<file path="config.mk">
export PLATFORM = sky130hd
export DESIGN_NAME = mem_loader
export DESIGN_NICKNAME = d
export VERILOG_FILES = /design/src/rtl/mem_loader.sv
export SDC_FILE = /design/constraint.sdc
export NUM_CORES = 1
export LEC_CHECK = 0
export BUFFER_PORTS_ARGS = -buffer_cell sky130_fd_sc_hd__buf_2
export CAP_MARGIN = 10
export CORE_MARGIN = 2
export CORE_UTILIZATION = 50
export CTS_CLUSTER_DIAMETER = 100
export DETAILED_ROUTE_END_ITERATION = 8
export PLACE_DENSITY = 0.91
export SETUP_SLACK_MARGIN = 0.02
export SLEW_MARGIN = 20
export SYNTH_ARGS = -nofsm -noshare
export SYNTH_HDL_FRONTEND = slang
export SYNTH_SLANG_ARGS = --single-unit
</file>
<file path="constraint.sdc">
create_clock -name clk -period 3.4 [get_ports clk]
set_input_delay 0.17 -clock clk [delete_from_list [all_inputs] [get_ports clk]]
set_output_delay 0.17 -clock clk [all_outputs]
set_load 0.01 [all_outputs]
</file>
<file path="src/rtl/mem_loader.sv">
// Byte-command loader for the instruction/data BRAM init ports; holds the CPU in reset until RUN.
// Write strobe 1 cycle after the last payload byte; readback valid RD_LAT+2 cycles after the last address byte; rx stalls while writing, reading or sending.
module mem_loader #(
  parameter int ADDR_W = 15,
  parameter int DATA_W = 32,
  parameter int RD_LAT = 1
) (
  input  logic              clk,
  input  logic              reset,
  input  logic [7:0]        rx_data_i,
  input  logic              rx_valid_i,
  output logic              rx_ready_o,
  output logic [7:0]        tx_data_o,
  output logic              tx_valid_o,
  input  logic              tx_ready_i,
  output logic [ADDR_W-1:0] instr_mem_init_addr_o,
  output logic [DATA_W-1:0] instr_mem_init_data_o,
  output logic              instr_mem_init_enable_o,
  output logic [3:0]        instr_mem_init_we_o,
  output logic [ADDR_W-1:0] data_mem_init_addr_o,
  output logic [DATA_W-1:0] data_mem_init_data_o,
  input  logic [DATA_W-1:0] data_mem_init_data_i,
  output logic              data_mem_init_enable_o,
  output logic [3:0]        data_mem_init_we_o,
  input  logic              stop_i,
  output logic              cpu_reset_o,
  output logic              err_o
);

  localparam int WW = (RD_LAT < 1) ? 1 : $clog2(RD_LAT + 1);
  localparam logic [1:0] C_WRI = 2'd1;
  localparam logic [1:0] C_WRD = 2'd2;
  localparam logic [1:0] C_RDD = 2'd3;

  typedef enum logic [2:0] {
    S_IDLE, S_ADDR, S_DATA, S_WRITE, S_RREQ, S_RWAIT, S_SEND
  } state_t;

  state_t            state_q, state_d;
  logic [1:0]        cmd_q, cmd_d;
  logic [1:0]        cnt_q, cnt_d;
  logic [ADDR_W-1:0] addr_q, addr_d;
  logic [DATA_W-1:0] data_q, data_d;
  logic [DATA_W-1:0] tx_buf_q, tx_buf_d;
  logic [2:0]        tx_left_q, tx_left_d;
  logic [WW-1:0]     wait_q, wait_d;
  logic              rx_ready_q, rx_ready_d;
  logic              cpu_reset_q, cpu_reset_d;
  logic              err_q, err_d;
  logic              rx_fire;

  always_ff @(posedge clk or posedge reset) begin
    if (reset) begin
      state_q     <= S_IDLE;
      cmd_q       <= '0;
      cnt_q       <= '0;
      addr_q      <= '0;
      data_q      <= '0;
      tx_buf_q    <= '0;
      tx_left_q   <= '0;
      wait_q      <= '0;
      rx_ready_q  <= 1'b0;
      cpu_reset_q <= 1'b1;
      err_q       <= 1'b0;
    end else begin
      state_q     <= state_d;
      cmd_q       <= cmd_d;
      cnt_q       <= cnt_d;
      addr_q      <= addr_d;
      data_q      <= data_d;
      tx_buf_q    <= tx_buf_d;
      tx_left_q   <= tx_left_d;
      wait_q      <= wait_d;
      rx_ready_q  <= rx_ready_d;
      cpu_reset_q <= cpu_reset_d;
      err_q       <= err_d;
    end
  end

  assign rx_fire = rx_ready_q & rx_valid_i;

  always_comb begin
    state_d     = state_q;
    cmd_d       = cmd_q;
    cnt_d       = cnt_q;
    addr_d      = addr_q;
    data_d      = data_q;
    tx_buf_d    = tx_buf_q;
    tx_left_d   = tx_left_q;
    wait_d      = wait_q;
    cpu_reset_d = cpu_reset_q;
    err_d       = err_q;
    unique case (state_q)
      S_IDLE: begin
        if (rx_fire) begin
          case (rx_data_i)
            8'h01, 8'h02, 8'h03: begin
              cmd_d   = rx_data_i[1:0];
              cnt_d   = 2'd0;
              state_d = S_ADDR;
            end
            8'h04: cpu_reset_d = 1'b0;
            8'h05: cpu_reset_d = 1'b1;
            8'h06: begin
              tx_buf_d  = DATA_W'({6'b0, stop_i, cpu_reset_q});
              tx_left_d = 3'd1;
              state_d   = S_SEND;
            end
            default: err_d = 1'b1;
          endcase
        end
      end
      S_ADDR: begin
        if (rx_fire) begin
          if (cnt_q == 2'd0) begin
            addr_d = ADDR_W'(rx_data_i);
            cnt_d  = 2'd1;
          end else begin
            // Bit 15 of the host address has no storage behind it.
            addr_d  = ADDR_W'({rx_data_i[6:0], addr_q[7:0]});
            cnt_d   = 2'd0;
            state_d = (cmd_q == C_RDD) ? S_RREQ : S_DATA;
          end
        end
      end
      S_DATA: begin
        if (rx_fire) begin
          data_d = {rx_data_i, data_q[DATA_W-1:8]};
          cnt_d  = cnt_q + 2'd1;
          if (cnt_q == 2'd3) state_d = S_WRITE;
        end
      end
      S_WRITE: state_d = S_IDLE;
      S_RREQ: begin
        wait_d  = WW'(1);
        state_d = S_RWAIT;
      end
      S_RWAIT: begin
        if (wait_q == WW'(RD_LAT)) begin
          tx_buf_d  = data_mem_init_data_i;
          tx_left_d = 3'd4;
          state_d   = S_SEND;
        end else begin
          wait_d = wait_q + WW'(1);
        end
      end
      S_SEND: begin
        if (tx_ready_i) begin
          tx_buf_d  = tx_buf_q >> 8;
          tx_left_d = tx_left_q - 3'd1;
          if (tx_left_q == 3'd1) state_d = S_IDLE;
        end
      end
      default: state_d = S_IDLE;
    endcase
    rx_ready_d = (state_d == S_IDLE) || (state_d == S_ADDR) || (state_d == S_DATA);
  end

  assign rx_ready_o  = rx_ready_q;
  assign tx_valid_o  = (state_q == S_SEND);
  assign tx_data_o   = tx_buf_q[7:0];
  assign cpu_reset_o = cpu_reset_q;
  assign err_o       = err_q;

  assign instr_mem_init_addr_o   = addr_q;
  assign instr_mem_init_data_o   = data_q;
  assign instr_mem_init_enable_o = (state_q == S_WRITE) && (cmd_q == C_WRI);
  assign instr_mem_init_we_o     = {4{instr_mem_init_enable_o}};

  assign data_mem_init_addr_o    = addr_q;
  assign data_mem_init_data_o    = data_q;
  assign data_mem_init_we_o      = {4{(state_q == S_WRITE) && (cmd_q == C_WRD)}};
  assign data_mem_init_enable_o  = data_mem_init_we_o[0] || (state_q == S_RREQ);

endmodule

</file>
==> impl_metrics.yaml, run 1 <==
run_status:
  outcome: "finished with violations"
  violations: "negative hold slack"
final_layout:
  diodes: 0
  drive_gt1_share_pct: 47.1
  multi_input_area_um2: 1730
  seq_area_um2: 2330
  area.growth.synth_to_final_pct: 13.3
  final_nets: 540
  final_cells: 606
  fillers: 762
  design_area_um2: 5330
power_and_ir_drop:
  pwr-share-comb_pct: 39.0
  power.share.switching_pct: 36.0
  p_leak_nw: 2.95
  ir_worst_vdd_uv: 397
  internal_power_mw: 2.72
  p_per_area_nw_per_um2: 797
  seqPwrFrac_pct: 41.2
  power.total_mw: 4.24
  p_clk_share_pct: 19.8
  p_sw_mw: 1.53
job:
  cap_violations: 0
worst_setup_path:
  ff2ff_path_depth: 5
  critPathSlowestCell: "nor4b_1"
  max_stage_delay_ns: 0.61
  crit_chain: "nand2_1 -> nor4b_1 -> o21bai_1 -> buf_2"
  arrival_ns: 2.05
  cp_max_fo: 15
  reg2reg_slack_ns: 1.25
  critPathRequiredTime_ns: 3.23
  start_kind: "flop"
  criticalPathCategory: "flop to primary output"
  endpoint_kind: "primary output"
synthesis:
  ys_top_cells_by_area: "dfrtp_1, mux2_2, buf_4"
  synth_edf_count: 0
  synth_compound_area_share_pct: 9.61
  synth_fa_ha_area_share_pct: 1.06
  synth_commonest_cells: "dfrtp_1, buf_4, mux2_2"
  ys.flop_type: "dfrtp_1"
  syn_area_um2: 4700
  synth_top_family_by_area: "multiplexers"
  synthCells: 397
  synth.avg_cell_area_um2: 11.8
  synth-async-reset-ratio_pct: 100
  synth_top_area_share_pct: 49.0
  seq_area_frac_synth_pct: 49.5
  synthXorXnorAreaFrac_pct: 0
  syn_nets: 446
  muxShareOfSynthArea_pct: 18.0
  yosysWarnings: 0
  ys_ff_latch: 93
  synth_simple_gate_area_share_pct: 8.15
  synth.largest_area_cell: "dfrtp_1"
  synth_cell_type_count: 51
  yosysMostFrequentCell: "dfrtp_1"
detailed_routing:
  vias_per_cell: 5.40
  ant_nets: 0
  post_drt_wl_per_cell_um: 15.9
  drtIter0Drc: 153
  drt_pass1_iterations: 5
  wl_um: 9660
  drc: 0
  via_count: 3270
placed_design:
  dpl_worst_slack_ns: 1.28
  dp_hpwl_um: 7070
  dp.cells: 591
  portBuffers: 160
  dpl_cell_area_um2: 5100
  gp_congestion: 0.971
clock_tree:
  h-tree-depth: 3
  clockBufferDepth: 2
  numCtsBuffers: 9
  cts_tree: "done"
  hold_buffers: 0
  cts.sinks: 93
  clk_pin_slew_ns: 0.08
  cts_setup_buffers: 0
  clk_latency_ns: 0.35
  clockRootBuffer: "clkbuf_8"
  cts-resized-gates: 0
timing:
  holdWs_ns: -0.0369
  layout_setup_ws_ns: 1.18
  hold_viol_final: 18
  max_freq_ghz: 0.450
  skew_ns: 0.00793
  setup_tns_ns: 0
  rsz0062_at_grt: "false"
  post-route-period-util_pct: 65.3
  drv_slew: 0
  setup_violations: 0
  relSlewSlack_pct: 44.5
  worst_slew_pin_slew_ns: 0.832
  min_period_ns: 2.22
die:
  die_h_um: 101
  die-area_um2: 10200
  placementRows: 35
  ios: 161
  dieWidth_um: 101
  core-area_um2: 9200
  initial_utilization_pct: 51.1
grt:
  grt_pass1_wl_um: 15300
  grt_pass1_vias: 3036
  grt_max_degree: 69
  track_usage_pct: 19.2
  grt_overflow_total: 0
  antenna_found_initial: 0
hold_path:
  min_path_type: "input pin to async pin"
power groups by stage:
| stage | Clock (mW) | Sequential, mW | Combinational, mW |
|---|---|---|---|
| 6_report | 0.842 | 1.75 | 1.66 |
| 5_1_grt | 0.916 | 1.80 | 1.83 |
| 4_1_cts | 0.871 | 1.75 | 1.67 |
| 3_5_place_dp | 0 | 1.77 | 1.66 |
| 3_3_place_gp | 0 | 1.74 | 1.63 |
| 2_1_floorplan | 0 | 1.76 | 1.32 |
path summary, 6_finish.rpt:
path,start,to
max,state_q[0],data_mem_init_enable_o
min,reset,data_mem_init_data_o[8]
max reg2reg,state_q[0],tx_buf_q[0]
min reg2reg,tx_buf_q[4],tx_buf_q[4]
max in group asynchronous,reset,cpu_reset_o
min in group clk,data_mem_init_data_i[26],tx_buf_q[26]
logic make-up after synthesis:
logic type	Yosys count
AND/OR/NAND/NOR	71
buffers and inverters	98
adder cells (fa/ha/maj)	4
AO/OA/AOI/OAI	55
multiplexers	76
flip-flops	93
state kept, by name, summed over array words and instances, names as in the netlist:
signal	cells
cmd_q	2
tx_buf_q	32
err_o	1
rx_ready_o	1
cnt_q	2
wait_q	1
state_q	3
cpu_reset_o	1
tx_left_q	3
data_mem_init_addr_o	15
data_mem_init_data_o	32
routing by layer:
layer  wire length [um]  GRT usage (%)  up-vias
met5                  0              0        -
met1               4040           24.1     1587
met4                 97           3.95        0
met2               4800           32.8      161
met3                731           6.03       12
li1                   -              -     1510
cells in the final DEF (no fill, tap or decap), drive strengths merged, types with 2 or more instances in the layout:
cell      n
nor3b     2
mux2i     9
bufinv    3
dfrtp    92
nand2    35
nor2      4
a22o     22
nand2b    2
ha        4
o21a      3
o21bai    2
and2      2
nand3     3
buf     165
nand3b    7
a221o     2
o21ai     5
and3b     5
nor4b     3
o211ai    2
a21oi     3
clkbuf   10
mux2     67
clkinv    2
nor2b     2
inv      16
a22oi     2
per-stage QoR:
step                hold WS (ns)  util [%]
floorplan                  0.307         -
detailed placement         0.392      55.4
global placement           0.377      55.4
CTS                      0.00499      57.9
global route              0.0264      57.9
finish                   -0.0369      57.9
worst max-delay path: cells and delay by family, from the launching register on:
kind / cells / cell delay [ns]
AO/OA/AOI/OAI: 1 / 0.20
buffers and inverters: 1 / 0.15
flip-flops: 1 / 0.59
AND/OR/NAND/NOR: 2 / 0.77
final cells by class:
type                       instances  area share [%]
clock buffer                      10            2.40
timing repair buffer             165            15.7
clock inverter                     5            1.88
multi-input combinational        206            32.5
tap                              111            2.61
inverter                          16            1.17
sequential                        93            43.7
Power figures use the tool's default switching activity.
==> run 2: changes to the inputs <==
==> constraint.sdc (replaced) <==
create_clock -name clk -period 2.2 [get_ports clk]
set_input_delay 0.11 -clock clk [delete_from_list [all_inputs] [get_ports clk]]
set_output_delay 0.11 -clock clk [all_outputs]
set_load 0.01 [all_outputs]
==> impl_metrics.yaml, run 2 (synthesis results as in run 1) <==
grt:
  grt_pass1_wl_um: 15900
  grt_overflow_total: 0
  grt_pass1_vias: 3246
  antenna_found_initial: 0
  grt_max_degree: 36
  track_usage_pct: 19.8
worst_setup_path:
  critPathRequiredTime_ns: 2.09
  arrival_ns: 1.91
  criticalPathCategory: "flop to primary output"
  start_kind: "flop"
  crit_buf_inv: 2
  crit_chain: "nand2_1 -> nor4b_1 -> buf_4 -> o21bai_1 -> buf_2"
  critPathSlowestCell: "dfrtp_1"
  cp_max_fo: 13
  endpoint_kind: "primary output"
  max_stage_delay_ns: 0.56
  cpLargestDelayFamily: "flip-flops"
die:
  core-area_um2: 9200
  dieWidth_um: 101
  ios: 161
  die-area_um2: 10200
  initial_utilization_pct: 51.1
  die_h_um: 101
  placementRows: 35
power_and_ir_drop:
  p_per_area_nw_per_um2: 1170
  p_sw_mw: 2.43
  p_clk_share_pct: 16.6
  internal_power_mw: 3.99
  power.share.switching_pct: 37.9
  seqPwrFrac_pct: 42.0
  power.total_mw: 6.42
  p_leak_nw: 3.01
  ir_worst_vdd_uv: 623
  pwr-share-comb_pct: 41.4
detailed_routing:
  ant_nets: 0
  vias_per_cell: 5.32
  drc: 0
  drt_pass1_iterations: 4
  via_count: 3314
  wl_um: 9940
  top_layer: "met4"
  wl_met1_um: 4270
  wl_met3_um: 622
  post_drt_wl_per_cell_um: 15.9
  dr_wl_met2_um: 4920
  drtIter0Drc: 156
clock_tree:
  clk_latency_ns: 0.35
  h-tree-depth: 3
  clk_pin_slew_ns: 0.09
  numCtsBuffers: 9
  cts.sinks: 93
  clockRootBuffer: "clkbuf_8"
  cts_tree: "done"
  clockBufferDepth: 2
final_layout:
  diodes: 0
  final_nets: 556
  layout_common_cells: "buf_2, dfrtp_1, mux2_2"
  mostFrequentLayoutCell: "buf_2"
  drive_gt1_share_pct: 47.5
  area.growth.synth_to_final_pct: 16.5
timing:
  holdWs_ns: 0.0266
  setup_tns_ns: 0
  min_period_ns: 2.02
  hold_viol_final: 0
  relSlewSlack_pct: 50.1
  max_freq_ghz: 0.495
  rsz0062_at_grt: "false"
  layout_setup_ws_ns: 0.181
  setup_violations: 0
  worst_slew_pin_slew_ns: 0.742
  drv_slew: 0
  post-route-period-util_pct: 91.8
  skew_ns: 0.0136
run_status:
  outcome: "finished, final reports clean"
placed_design:
  dpl_worst_slack_ns: 0.223
  portBuffers: 160
  gp_congestion: 0.877
  dp_hpwl_um: 7290
job:
  cap_violations: 0
hold_path:
  min_path_type: "input pin to flop"
run 2: routing by layer:
metal  up-vias  global-route usage, %
met5         -                      0
met4         0                   5.72
met3        13                   4.16
met2       141                   33.4
met1      1614                   25.7
li1       1546                      -
run 2: path summary, 6_finish.rpt:
kind                                            end  slack, ns  cells past startpoint                      from
max                          data_mem_init_enable_o       0.18                      5                state_q[1]
min                                    tx_buf_q[26]       0.03                      3  data_mem_init_data_i[26]
max reg2reg                            tx_buf_q[19]       0.22                      5                state_q[2]
min reg2reg                                   err_o       0.48                      1                     err_o
max in group asynchronous  data_mem_init_data_o[10]       1.22                      4                     reset
min in group asynchronous  data_mem_init_data_o[24]       0.40                      3                     reset
run 2: final cells by class:
cell class / instances / area (um^2)
Fill cell: 742 / 3720
Tap cell: 111 / 139
Clock buffer: 11 / 141
Sequential cell: 93 / 2330
Timing Repair Buffer: 181 / 1030
Inverter: 16 / 63.8
Multi-Input combinational cell: 206 / 1730
Clock inverter: 5 / 42.5
run 2: worst min-delay path, delay by kind of cell:
kind | cells | cell delay, ns
buf+inv | 1 | 0.10
simple gates | 1 | 0.05
mux | 1 | 0.07
run 2: power by group through the flow:
| stage | sequential [mW] | combinational, mW | clock [mW] |
|---|---|---|---|
| 2_1_floorplan | 2.72 | 2.04 | 0 |
| 3_3_place_gp | 2.69 | 2.59 | 0 |
| 3_5_place_dp | 2.73 | 2.66 | 0 |
| 4_1_cts | 2.69 | 2.68 | 1.10 |
| 5_1_grt | 2.77 | 2.94 | 1.18 |
| 6_report | 2.69 | 2.66 | 1.07 |
run 2: repair_timing:
action,CTS,global route
hold buffers,8,0
setup buffers,0,0
resized for setup,0,1
setup endpoints to repair,0,1
endpoints found under the hold margin,33,0
run 2: per-stage QoR:
step                std cells  util [%]  area [um^2]
floorplan                 397         -         4700
global placement          599      56.6         5210
detailed placement        599      56.6         5210
CTS                       623      59.5         5470
global route              623      59.5         5470
finish                    623      59.5         5470
==> run 3: changes to the inputs <==
--- a/config.mk
+++ b/config.mk
@@ -7,6 +7,7 @@
 export LEC_CHECK = 0
 export BUFFER_PORTS_ARGS = -buffer_cell sky130_fd_sc_hd__buf_2
 export CAP_MARGIN = 10
+export CORE_ASPECT_RATIO = 1.75
 export CORE_MARGIN = 2
 export CORE_UTILIZATION = 50
 export CTS_CLUSTER_DIAMETER = 100
==> constraint.sdc (replaced) <==
create_clock -name clk -period 1.9 [get_ports clk]
set_input_delay 0.095 -clock clk [delete_from_list [all_inputs] [get_ports clk]]
set_output_delay 0.095 -clock clk [all_outputs]
set_load 0.01 [all_outputs]
==> impl_metrics.yaml, run 3 (synthesis results as in run 1) <==
worst_setup_path:
  cpLargestDelayFamily: "flip-flops"
  ff2ff_path_depth: 6
  endpoint_kind: "flop"
  critPathRequiredTime_ns: 2.11
  crit_buf_inv: 2
  start_kind: "flop"
  critPathSlowestCell: "dfrtp_2"
  crit_chain: "buf_4 -> nor2_1 -> nand2_1 -> o21ai_4 -> buf_12 -> mux2_1"
  cp_max_fo: 18
  criticalPathCategory: "flop to flop"
  arrival_ns: 2.03
  max_stage_delay_ns: 0.46
  reg2reg_slack_ns: 0.08
  cp.depth: 6
grt:
  grt_overflow_total: 0
  grt_pass1_vias: 3388
  antenna_found_initial: 0
  grt_max_degree: 94
  grt_pass1_wl_um: 16800
  track_usage_pct: 20.7
final_layout:
  design_area_um2: 5700
  area.growth.synth_to_final_pct: 21.2
  mostFrequentLayoutCell: "buf_2"
  final_nets: 563
  drive_gt1_share_pct: 50.6
  diodes: 0
  final_cells: 638
  layout_common_cells: "buf_2, dfrtp_1, mux2_2"
timing:
  worst_slew_pin_slew_ns: 0.483
  skew_ns: 0.00748
  holdWs_ns: 0.0131
  min_period_ns: 1.82
  rsz0062_at_grt: "true"
  layout_setup_ws_ns: 0.0840
  hold_viol_final: 0
  max_freq_ghz: 0.551
  drv_slew: 0
  setup_tns_ns: 0
  setup_violations: 0
  post-route-period-util_pct: 95.6
  relSlewSlack_pct: 67.8
detailed_routing:
  drtIter0Drc: 96
  wl_um: 10700
  drt_pass1_iterations: 4
  vias_per_cell: 5.29
  via_count: 3372
  drc: 0
  post_drt_wl_per_cell_um: 16.7
  ant_nets: 0
clock_tree:
  cts.sinks: 93
  h-tree-depth: 3
  numCtsBuffers: 9
  clk_latency_ns: 0.34
  clk_pin_slew_ns: 0.07
  cts_tree: "done"
  clockRootBuffer: "clkbuf_16"
  clockBufferDepth: 2
power_and_ir_drop:
  p_leak_nw: 3.11
  p_per_area_nw_per_um2: 1450
  ir_worst_vdd_uv: 863
die:
  die-area_um2: 10200
  dieWidth_um: 77.3
  initial_utilization_pct: 51.7
  placementRows: 46
  die_h_um: 132
  ios: 161
  core-area_um2: 9090
placed_design:
  dp.cells: 616
  dpl_cell_area_um2: 5290
  gp_congestion: 0.859
  dpl_worst_slack_ns: 0.0413
  portBuffers: 160
  dp_hpwl_um: 7750
run_status:
  outcome: "finished, final reports clean"
hold_path:
  holdPathStages: 3
  min_path_type: "input pin to flop"
job:
  cap_violations: 0
==> run 3: timing repair <==
action | CTS | global route
setup buffers | 0 | 4
endpoints found under the hold margin | 93 | 0
cloned | 0 | 1
endpoints found under the setup margin | 10 | 67
hold buffers | 2 | 0
gates resized for setup | 2 | 8
pin swaps | 0 | 2
==> run 3: final timing paths <==
check | from | endpoint
setup / recovery | state_q[1] | tx_buf_q[9]
hold / removal | data_mem_init_data_i[24] | tx_buf_q[24]
setup reg to reg | state_q[1] | tx_buf_q[9]
hold reg to reg | err_o | err_o
max in group asynchronous | reset | cpu_reset_o
min in group asynchronous | reset | rx_ready_o
==> run 3: worst reg2reg max path, cell delays in order, from the launching register on <==
cell and delay (ns):
dfrtp_2 0.46, buf_4 0.17, nor2_1 0.15, nand2_1 0.14
o21ai_4 0.22, buf_12 0.20, mux2_1 0.36
==> run 3: final cells by class <==
type,count,area [um^2]
fillers,737,3400
flip-flops and latches,93,2330
multi-input cells,206,1760
repair buffers,188,1100
clock buffers,10,229
well taps,120,150
inverters,16,63.8
clock inverters,5,60.1
==> run 3: power by group <==
| part | total, mW | switching [mW] | internal, mW |
|---|---|---|---|
| clock | 1.76 | 0.742 | 1.02 |
| sequential | 3.10 | 0.494 | 2.61 |
| combinational | 3.40 | 1.73 | 1.67 |
| total | 8.26 | 2.96 | 5.30 |
==> run 3: through the flow <==
step                      power [mW]  util [%]
after floorplan                 5.51         -
after global placement          6.20      58.2
after detailed placement        6.36      58.2
after CTS                       8.15      61.7
after global routing            8.75      62.6
final                           8.26      62.6
==> run 3: layer usage <==
| layer | global-route usage, % | part of all wire, % |
|---|---|---|
| met1 | 22.4 | 36 |
| met2 | 38.7 | 56 |
| met4 | 7.64 | 1.8 |
| met5 | 0 | 0 |
| met3 | 4.66 | 5.3 |
